[src/rtl/riscv_pkg.sv]
// rtl/riscv_pkg.sv - shared widths and operand-A select encoding for the decode/execute boundary
package riscv_pkg;

  localparam int XLEN_DEFAULT   = 32;
  localparam int REG_AW_DEFAULT = 5;

  typedef enum logic [1:0] {
    OPA_RS1  = 2'd0,
    OPA_PC   = 2'd1,
    OPA_ZERO = 2'd2
  } opa_sel_e;

endpackage

[src/rtl/alu_operand_stage_fwd_select.sv]
// rtl/alu_operand_stage_fwd_select.sv - priority forwarding matcher for one source register
module fwd_select #(
  parameter int XLEN    = 32,
  parameter int NUM_FWD = 2,
  parameter int REG_AW  = 5
) (
  input  logic [REG_AW-1:0]         addr_i,
  input  logic [XLEN-1:0]           rdata_i,
  input  logic [NUM_FWD-1:0]        fwd_valid_i,
  input  logic [NUM_FWD-1:0]        fwd_busy_i,
  input  logic [NUM_FWD*REG_AW-1:0] fwd_rd_i,
  input  logic [NUM_FWD*XLEN-1:0]   fwd_data_i,
  output logic [XLEN-1:0]           value_o,
  output logic                      hit_o,
  output logic                      busy_o
);

  // Walk from oldest to youngest so the youngest (lowest index) match lands last.
  always_comb begin
    value_o = rdata_i;
    hit_o   = 1'b0;
    busy_o  = 1'b0;
    for (int i = NUM_FWD - 1; i >= 0; i--) begin
      if (fwd_valid_i[i] && (addr_i != '0) &&
          (fwd_rd_i[i*REG_AW +: REG_AW] == addr_i)) begin
        value_o = fwd_data_i[i*XLEN +: XLEN];
        hit_o   = 1'b1;
        busy_o  = fwd_busy_i[i];
      end
    end
  end

endmodule

[src/rtl/alu_operand_stage.sv]
// rtl/alu_operand_stage.sv - operand select, forwarding and decode->execute pipeline register
module alu_operand_stage
  import riscv_pkg::*;
#(
  parameter int XLEN    = XLEN_DEFAULT,
  parameter int NUM_FWD = 2,
  parameter int REG_AW  = REG_AW_DEFAULT
) (
  input  logic                      clk,
  input  logic                      rst,
  input  logic                      in_valid,
  output logic                      in_ready,
  input  logic                      stall_i,
  input  logic                      flush_i,
  input  logic [REG_AW-1:0]         rs1_addr,
  input  logic [REG_AW-1:0]         rs2_addr,
  input  logic [XLEN-1:0]           rdata1,
  input  logic [XLEN-1:0]           rdata2,
  input  logic [XLEN-1:0]           pc,
  input  logic [XLEN-1:0]           sign_extended_imm,
  input  logic [1:0]                opa_sel,
  input  logic                      imm_en,
  input  logic [NUM_FWD-1:0]        fwd_valid,
  input  logic [NUM_FWD-1:0]        fwd_busy,
  input  logic [NUM_FWD*REG_AW-1:0] fwd_rd,
  input  logic [NUM_FWD*XLEN-1:0]   fwd_data,
  output logic                      out_valid,
  output logic [XLEN-1:0]           opr_a,
  output logic [XLEN-1:0]           opr_b,
  output logic [XLEN-1:0]           store_data,
  output logic                      fwd_hit_a,
  output logic                      fwd_hit_b
);

  logic [XLEN-1:0] rs1_val, rs2_val;
  logic            rs1_hit, rs2_hit, rs1_busy, rs2_busy;
  logic            use_rs1, hazard;

  fwd_select #(.XLEN(XLEN), .NUM_FWD(NUM_FWD), .REG_AW(REG_AW)) u_fwd_rs1 (
    .addr_i(rs1_addr), .rdata_i(rdata1),
    .fwd_valid_i(fwd_valid), .fwd_busy_i(fwd_busy),
    .fwd_rd_i(fwd_rd), .fwd_data_i(fwd_data),
    .value_o(rs1_val), .hit_o(rs1_hit), .busy_o(rs1_busy)
  );

  fwd_select #(.XLEN(XLEN), .NUM_FWD(NUM_FWD), .REG_AW(REG_AW)) u_fwd_rs2 (
    .addr_i(rs2_addr), .rdata_i(rdata2),
    .fwd_valid_i(fwd_valid), .fwd_busy_i(fwd_busy),
    .fwd_rd_i(fwd_rd), .fwd_data_i(fwd_data),
    .value_o(rs2_val), .hit_o(rs2_hit), .busy_o(rs2_busy)
  );

  // rs2 always matters: even with an immediate B it feeds store_data.
  assign use_rs1  = (opa_sel == OPA_RS1);
  assign hazard   = (use_rs1 && rs1_busy) || rs2_busy;
  assign in_ready = !rst && !stall_i && !hazard;

  logic [XLEN-1:0] opa_val;
  always_comb begin
    case (opa_sel)
      OPA_RS1: opa_val = rs1_val;
      OPA_PC:  opa_val = pc;
      default: opa_val = '0;
    endcase
  end

  logic            out_valid_d, out_valid_q;
  logic [XLEN-1:0] opr_a_d, opr_a_q, opr_b_d, opr_b_q, store_data_d, store_data_q;
  logic            hit_a_d, hit_a_q, hit_b_d, hit_b_q;

  always_comb begin
    out_valid_d  = out_valid_q;
    opr_a_d      = opr_a_q;
    opr_b_d      = opr_b_q;
    store_data_d = store_data_q;
    hit_a_d      = hit_a_q;
    hit_b_d      = hit_b_q;
    if (flush_i) begin
      out_valid_d = 1'b0;
    end else if (stall_i) begin
      out_valid_d = out_valid_q;
    end else if (hazard && in_valid) begin
      out_valid_d = 1'b0;
    end else begin
      out_valid_d  = in_valid;
      opr_a_d      = opa_val;
      opr_b_d      = imm_en ? sign_extended_imm : rs2_val;
      store_data_d = rs2_val;
      hit_a_d      = use_rs1 && rs1_hit;
      hit_b_d      = !imm_en && rs2_hit;
    end
  end

  always_ff @(posedge clk) begin
    if (rst) begin
      out_valid_q  <= 1'b0;
      opr_a_q      <= '0;
      opr_b_q      <= '0;
      store_data_q <= '0;
      hit_a_q      <= 1'b0;
      hit_b_q      <= 1'b0;
    end else begin
      out_valid_q  <= out_valid_d;
      opr_a_q      <= opr_a_d;
      opr_b_q      <= opr_b_d;
      store_data_q <= store_data_d;
      hit_a_q      <= hit_a_d;
      hit_b_q      <= hit_b_d;
    end
  end

  assign out_valid  = out_valid_q;
  assign opr_a      = opr_a_q;
  assign opr_b      = opr_b_q;
  assign store_data = store_data_q;
  assign fwd_hit_a  = hit_a_q;
  assign fwd_hit_b  = hit_b_q;

endmodule

[config.mk]
export PLATFORM = sky130hd
export DESIGN_NAME = alu_operand_stage
export DESIGN_NICKNAME = d
export VERILOG_FILES = /design/src/rtl/riscv_pkg.sv /design/src/rtl/alu_operand_stage_fwd_select.sv /design/src/rtl/alu_operand_stage.sv
export SDC_FILE = /design/constraint.sdc
export NUM_CORES = 1
export LEC_CHECK = 0
export ABC_AREA = 1
export BUFFER_PORTS_ARGS = -buffer_cell sky130_fd_sc_hd__buf_2
export CAP_MARGIN = 30
export CORE_MARGIN = 8
export CORE_UTILIZATION = 30
export DETAILED_ROUTE_END_ITERATION = 8
export MAX_ROUTING_LAYER = met4
export PLACE_DENSITY = 0.7
export SLEW_MARGIN = 5
export SYNTH_ARGS = -nofsm -noshare
export SYNTH_HDL_FRONTEND = slang
export SYNTH_SLANG_ARGS = --single-unit
[constraint.sdc]
create_clock -name clk -period 1.65 [get_ports clk]
set_input_delay 0.33 -clock clk [delete_from_list [all_inputs] [get_ports clk]]
set_output_delay 0.33 -clock clk [all_outputs]
set_load 0.005 [all_outputs]
Yosys cells after proc, flatten, opt, wreduce, memory -nomap -nowiden

Index checks and enable logic that the tools add are counted.

Reduce and logical (&&, ||, !) cells: 24
Bitwise gates (word level): 3
Multiplexer cells: 15
Equality and inequality tests: 5

Operator list:

| cell               | count |
|---|---|
| $mux 32            | 5 |
| $pmux 32 s2        | 1 |
| $eq 5x5->1         | 4 |
| $logic_and 1x1->1  | 14 |
| $reduce_bool 5->1  | 2 |
| $mux 1             | 9 |
| $logic_not 1->1    | 4 |
| $not 1->1          | 3 |
| $reduce_and 3->1   | 1 |
| $eq 2x1->1 const B | 1 |
| $logic_not 2->1    | 1 |
| $reduce_or 2->1    | 1 |
| $logic_or 1x1->1   | 1 |

Bits in registers: 99
Word-level logic and storage cells: 53
Output and inout port bits: 100
Input bits: 224

Longest topological paths before layout

Word-level depth: 10
Mapped depth: 18
Gate-level depth less buffers: 16

Cells and area by module

A second synthesis with hierarchy kept.

Cell total of the unflattened synthesis: 1385
Area total of the unflattened synthesis: 7747.4 µm²

By module, submodules not included:

| module            | sequential area each (µm²) | times used | cells an instance | area each (µm²) |
|---|---|---|---|---|
| alu_operand_stage | 1981.9                     | 1          | 801               | 5069.9 |
| fwd_select        | 0.0                        | 2          | 292               | 1338.8 |

Least setup slack after synthesis

No wires, ideal clock.

Kind: input-to-reg
Start point: input port fwd_rd[5]
End point: register opr_b_q[11], in the netlist opr_b[11]
Library setup time: 113 ps
Required time: 1537 ps
Arrival time: 1601 ps
Stages on the path: 17
Path slack: -64 ps
Buffers on the path: 2
Cells stage by stage: inv_1 -> nand2_1 -> nand2_1 -> nor2_1 -> nand2_1 -> nor2_4 -> nand3_1 -> nand2_1 -> nand2_1 -> nand2_1 -> nand2_2 -> nand2_1 -> buf_4 -> buf_4 -> nand2_1 -> nand2_1 -> nor2_1

Longest elaborated chain between the ends: 9
Elaborated cells between the ends (all ways): 16
Those cells by class: eq/ne (2); mux (7); bitwise (1); reduce/logical (6)

RTL lines:

| what                       | RTL line                           | text |
|---|---|---|
| from (decl)                | alu_operand_stage.sv:25            | `input logic [NUM_FWD*REG_AW-1:0] fwd_rd,` |
| $eq 5x5->1                 | alu_operand_stage_fwd_select.sv:25 | `(fwd_rd_i[i*REG_AW +: REG_AW] == addr_i)) begin` |
| $logic_and 1x1->1          | alu_operand_stage_fwd_select.sv:24 | `if (fwd_valid_i[i] && (addr_i != '0) &&` |
| $mux 1 (2 in a row)        | alu_operand_stage_fwd_select.sv:24 |  |
| $logic_and 1x1->1          | alu_operand_stage.sv:55            | `assign hazard = (use_rs1 && rs1_busy) \|\| rs2_busy;` |
| $logic_or 1x1->1           | alu_operand_stage.sv:55            |  |
| $logic_and 1x1->1          | alu_operand_stage.sv:82            | `end else if (hazard && in_valid) begin` |
| $not 1->1 (no line)        | --                                 |  |
| $reduce_and 3->1 (no line) | --                                 |  |
| to (signal assigned)       | alu_operand_stage.sv:105           | `opr_b_q <= opr_b_d;` |
| to (decl)                  | alu_operand_stage.sv:68            | `logic [XLEN-1:0] opr_a_d, opr_a_q, opr_b_d, opr_b_q, store_data_d, store_data_q;` |

Parallel ways exist; a longest one is shown, timed or not.
A chain may end at the register's enable or synchronous reset.

Worst setup path after layout

Start point: input port rs2_addr[1]
End point: output port in_ready

Longest elaborated chain between the ends: 8
Elaborated cells between the ends (all ways): 12
Those cells by class: eq/ne (2); mux (2); reduce/logical (8)

RTL lines:

| what                           | RTL line                           | text |
|---|---|---|
| from (decl)                    | alu_operand_stage.sv:16            | `input logic [REG_AW-1:0] rs2_addr,` |
| $reduce_bool 5->1              | alu_operand_stage_fwd_select.sv:24 |  |
| $logic_and 1x1->1 (2 in a row) | alu_operand_stage_fwd_select.sv:24 |  |
| $mux 1                         | alu_operand_stage_fwd_select.sv:24 |  |
| $mux 1 *                       | alu_operand_stage_fwd_select.sv:24 |  |
| $logic_or 1x1->1 *             | alu_operand_stage.sv:55            |  |
| $logic_not 1->1 *              | alu_operand_stage.sv:56            | `assign in_ready = !rst && !stall_i && !hazard;` |
| $logic_and 1x1->1 *            | alu_operand_stage.sv:56            |  |
| to (decl)                      | alu_operand_stage.sv:12            | `output logic in_ready,` |

Every way passes the cells marked *; elsewhere a longest branch is shown, timed or not.

==> reports/summary.txt <==
Flop and latch count out of synthesis - 99
Crit-path slowest cell - nor2_1
Port buffer count - 323
Die W - 166 um
H-tree levels - 3
NetSw - 2.34 mW
Worst EP required - 1.32 ns
Clock sink count - 99
Root buf cell - clkbuf_16
Fin crit share - 1.11
Register share of total power - 0.378
Worst setup margin - -0.189 ns
Ranking of synthesized cells by area - dfxtp_1 (30%), nand2_1 (23%), nand3_1 (13%)
Syn_area_per_cell - 5.41 sq um
Yosys cell types - 20
Status - complete, but fails checks
First-pass GRT wire length - 46800 um
Vias per Instance - 4.91
Final core utilization - 0.484
Max Clock Freq - 544 MHz
Crit path buffers/inverters - 4
Final Instance Area - 10600 sq um
Std-Cell Rows - 54
GR Overflow Total - 0
Commonest non-fill, non-tap cell in the layout - nand2_1
Worst Setup Start Kind - primary input
Share of layout cells above drive strength 1 - 0.343
WL/cell - 18.2 um
Cell count after synthesis - 1241
Seq/Total Area, Yosys - 0.295
Critical-path cell list - buf_8, inv_4, nand2_2, o21ai_1, nor2_1, nand2_1, nor2_4, nand2_2, nand2_2, nand2_2, nand2_2, buf_6, nor3_4, buf_2
Slowest stage delay, CP - 0.18 ns
Final wirelength - 34000 um
Tmin final - 1.84 ns
All-Layer GR Usage - 0.229
DRC violations left - 0
Vias - 9209
Total of max-cap violations - 0
CTS tree - yes
Net Sw Frac - 0.333
Layout area overhead - 57.9%
Pint - 4.69 mW
Max Root-Sink Buffers - 2
Final Slew Violations - 0
Hold buffer count at CTS - 0
Worst setup EP type - output pin
Hold Vio Cnt, Final - 0
Dpl cell area - 9030 sq um
Die area - 27400 sq um
DRT antenna net count - 0
Largest net degree at the start of global routing - 59
Vias in the first global route - 8775
Routability cong. - 0.982
Most frequent cell on the critical path - nand2_2
Pin slew with the least headroom to its limit - 0.704 ns
Comb pwr share - 0.291
Power Density - 664 nW/um^2
Leading area contributor after synthesis - dfxtp_1
DIE HEIGHT - 166 um
Failing checks - setup timing
YS warnings - 0
Commonest cells after routing, fill and taps aside - nand2_1 (387), buf_2 (305), nor2_1 (197), nand3_1 (145), inv_1 (138)
CTS buffer count - 9
Share of the synthesized area in the top cell type - 0.295
DP HPWL - 25000 um
Number of DRC markers in iteration 0 - 814
Initial Util - 0.307
Worst Hold Class - in -> reg
# setup viols final - 98
Worst EP arrival - 1.51 ns
Critical path type - in -> out
Synthesized area - 6710 sq um
Number of I/O pins - 324
CP top delay family - simple AND/OR/NAND/NOR gates
Skew final - 0 ns
Worst VDD drop - 0.358 mV
Initial antenna violation count - 3
Fin nets - 1810
Clock Pin Slew Worst Setup and Hold Paths - 0.08 ns
Drt first pass iters - 5
Lkg Pwr - 6.10 nW
Core ar. - 21900 sq um
Net Count, Synth - 1465
Worst slack at placement - -0.473 ns
Rel. slew slack - 0.529
RSZ-0062 raised after global routing - true
Clock power frac - 0.331
Clock Latency Late Sink - 0.34 ns
Critical path fanouts, max - 4
Tot Pwr - 7.03 mW
-- flip-flops by register name, indices dropped and copies added, names as in the netlist --
register and cells:
opr_b 32, opr_a 32, out_valid 1, store_data 32, fwd_hit_b 1, fwd_hit_a 1
-- power by group through the flow --
stage	Combinational, mW	Sequential, mW	Clock, mW
after floorplan	0.870	2.71	0
after global placement	1.75	2.70	0
final	2.05	2.66	2.33
after CTS	1.85	2.65	2.40
after detailed placement	1.76	2.70	0
after global routing	2.25	2.67	2.47
-- worst register-to-register path: stages (launching register included) --
cell and delay [ns]:
dfxtp_1 0.40, inv_1 0.06, nand2_1 0.06, nand2_1 0.05, nor2_1 0.09
-- path summary, 6_finish.rpt --
path	start	end	slack (ns)	cells after the start
max	rs2_addr[1]	in_ready	-0.19	14
min	sign_extended_imm[12]	opr_b[12]$_SDFFE_PP0P_	0.28	5
max reg2reg	store_data[13]$_SDFFE_PP0P_	store_data[13]$_SDFFE_PP0P_	0.94	4
min reg2reg	fwd_hit_a$_SDFFE_PP0P_	fwd_hit_a$_SDFFE_PP0P_	0.49	2
-- layer usage --
metal  up-vias  share of wire  global-route usage
li1       4508              -                   -
met1      4141           0.41               0.262
met2       481           0.47               0.380
met3        79          0.079              0.0407
met4         0          0.040               0.110
met5         -              0                   -
-- timing repair --
item                                    4_1_cts  5_1_grt
resized for setup                            60       98
pin swaps                                    22       35
buffers inserted                              7        4
gates cloned                                  3       22
endpoints found under the setup margin       78       99
-- cell families (layout without fill, tap and decap cells) --
logic type / count (synthesis) / in the layout / share of synthesized area
other cells: 0 / 3 / 0
buf+inv: 238 / 584 / 0.143
simple gates: 795 / 799 / 0.480
xor+xnor: 1 / 1 / 0.00130
flops: 99 / 99 / 0.295
compound gates: 108 / 108 / 0.0809
-- stage by stage --
step           setup TNS, ns  std cells  hold WS [ns]
3_5_place_dp          -41.95       1819         0.468
5_1_grt               -18.10       1874         0.305
2_1_floorplan          -2.70       1241         0.467
6_report               -9.94       1874         0.281
3_3_place_gp          -40.68       1819         0.454
4_1_cts               -0.523       1845         0.259
-- synth_stat cells --
library cell and n:
nand2_1 408, nor2_1 212, nand3_1 168, inv_1 151
dfxtp_1 99, a21oi_1 68, clkbuf_1 40, o21ai_0 37
buf_1 20, buf_4 16, inv_2 7, buf_2 4
nand4_1 2, nor2_4 2, o21ai_1 2, and2_1 1
nand2_2 1, nor3_1 1, o211ai_1 1, xnor2_1 1
-- area by class of cell --
class	instances	area, sq um
diodes	3	7.51
clock buffers	10	229
clock inverters	6	83.8
fillers	2335	11300
inverters	158	619
multi-input cells	908	4270
flip-flops and latches	99	1980
well taps	280	350
repair buffers	410	3050
(Power assumes the default switching activity.)
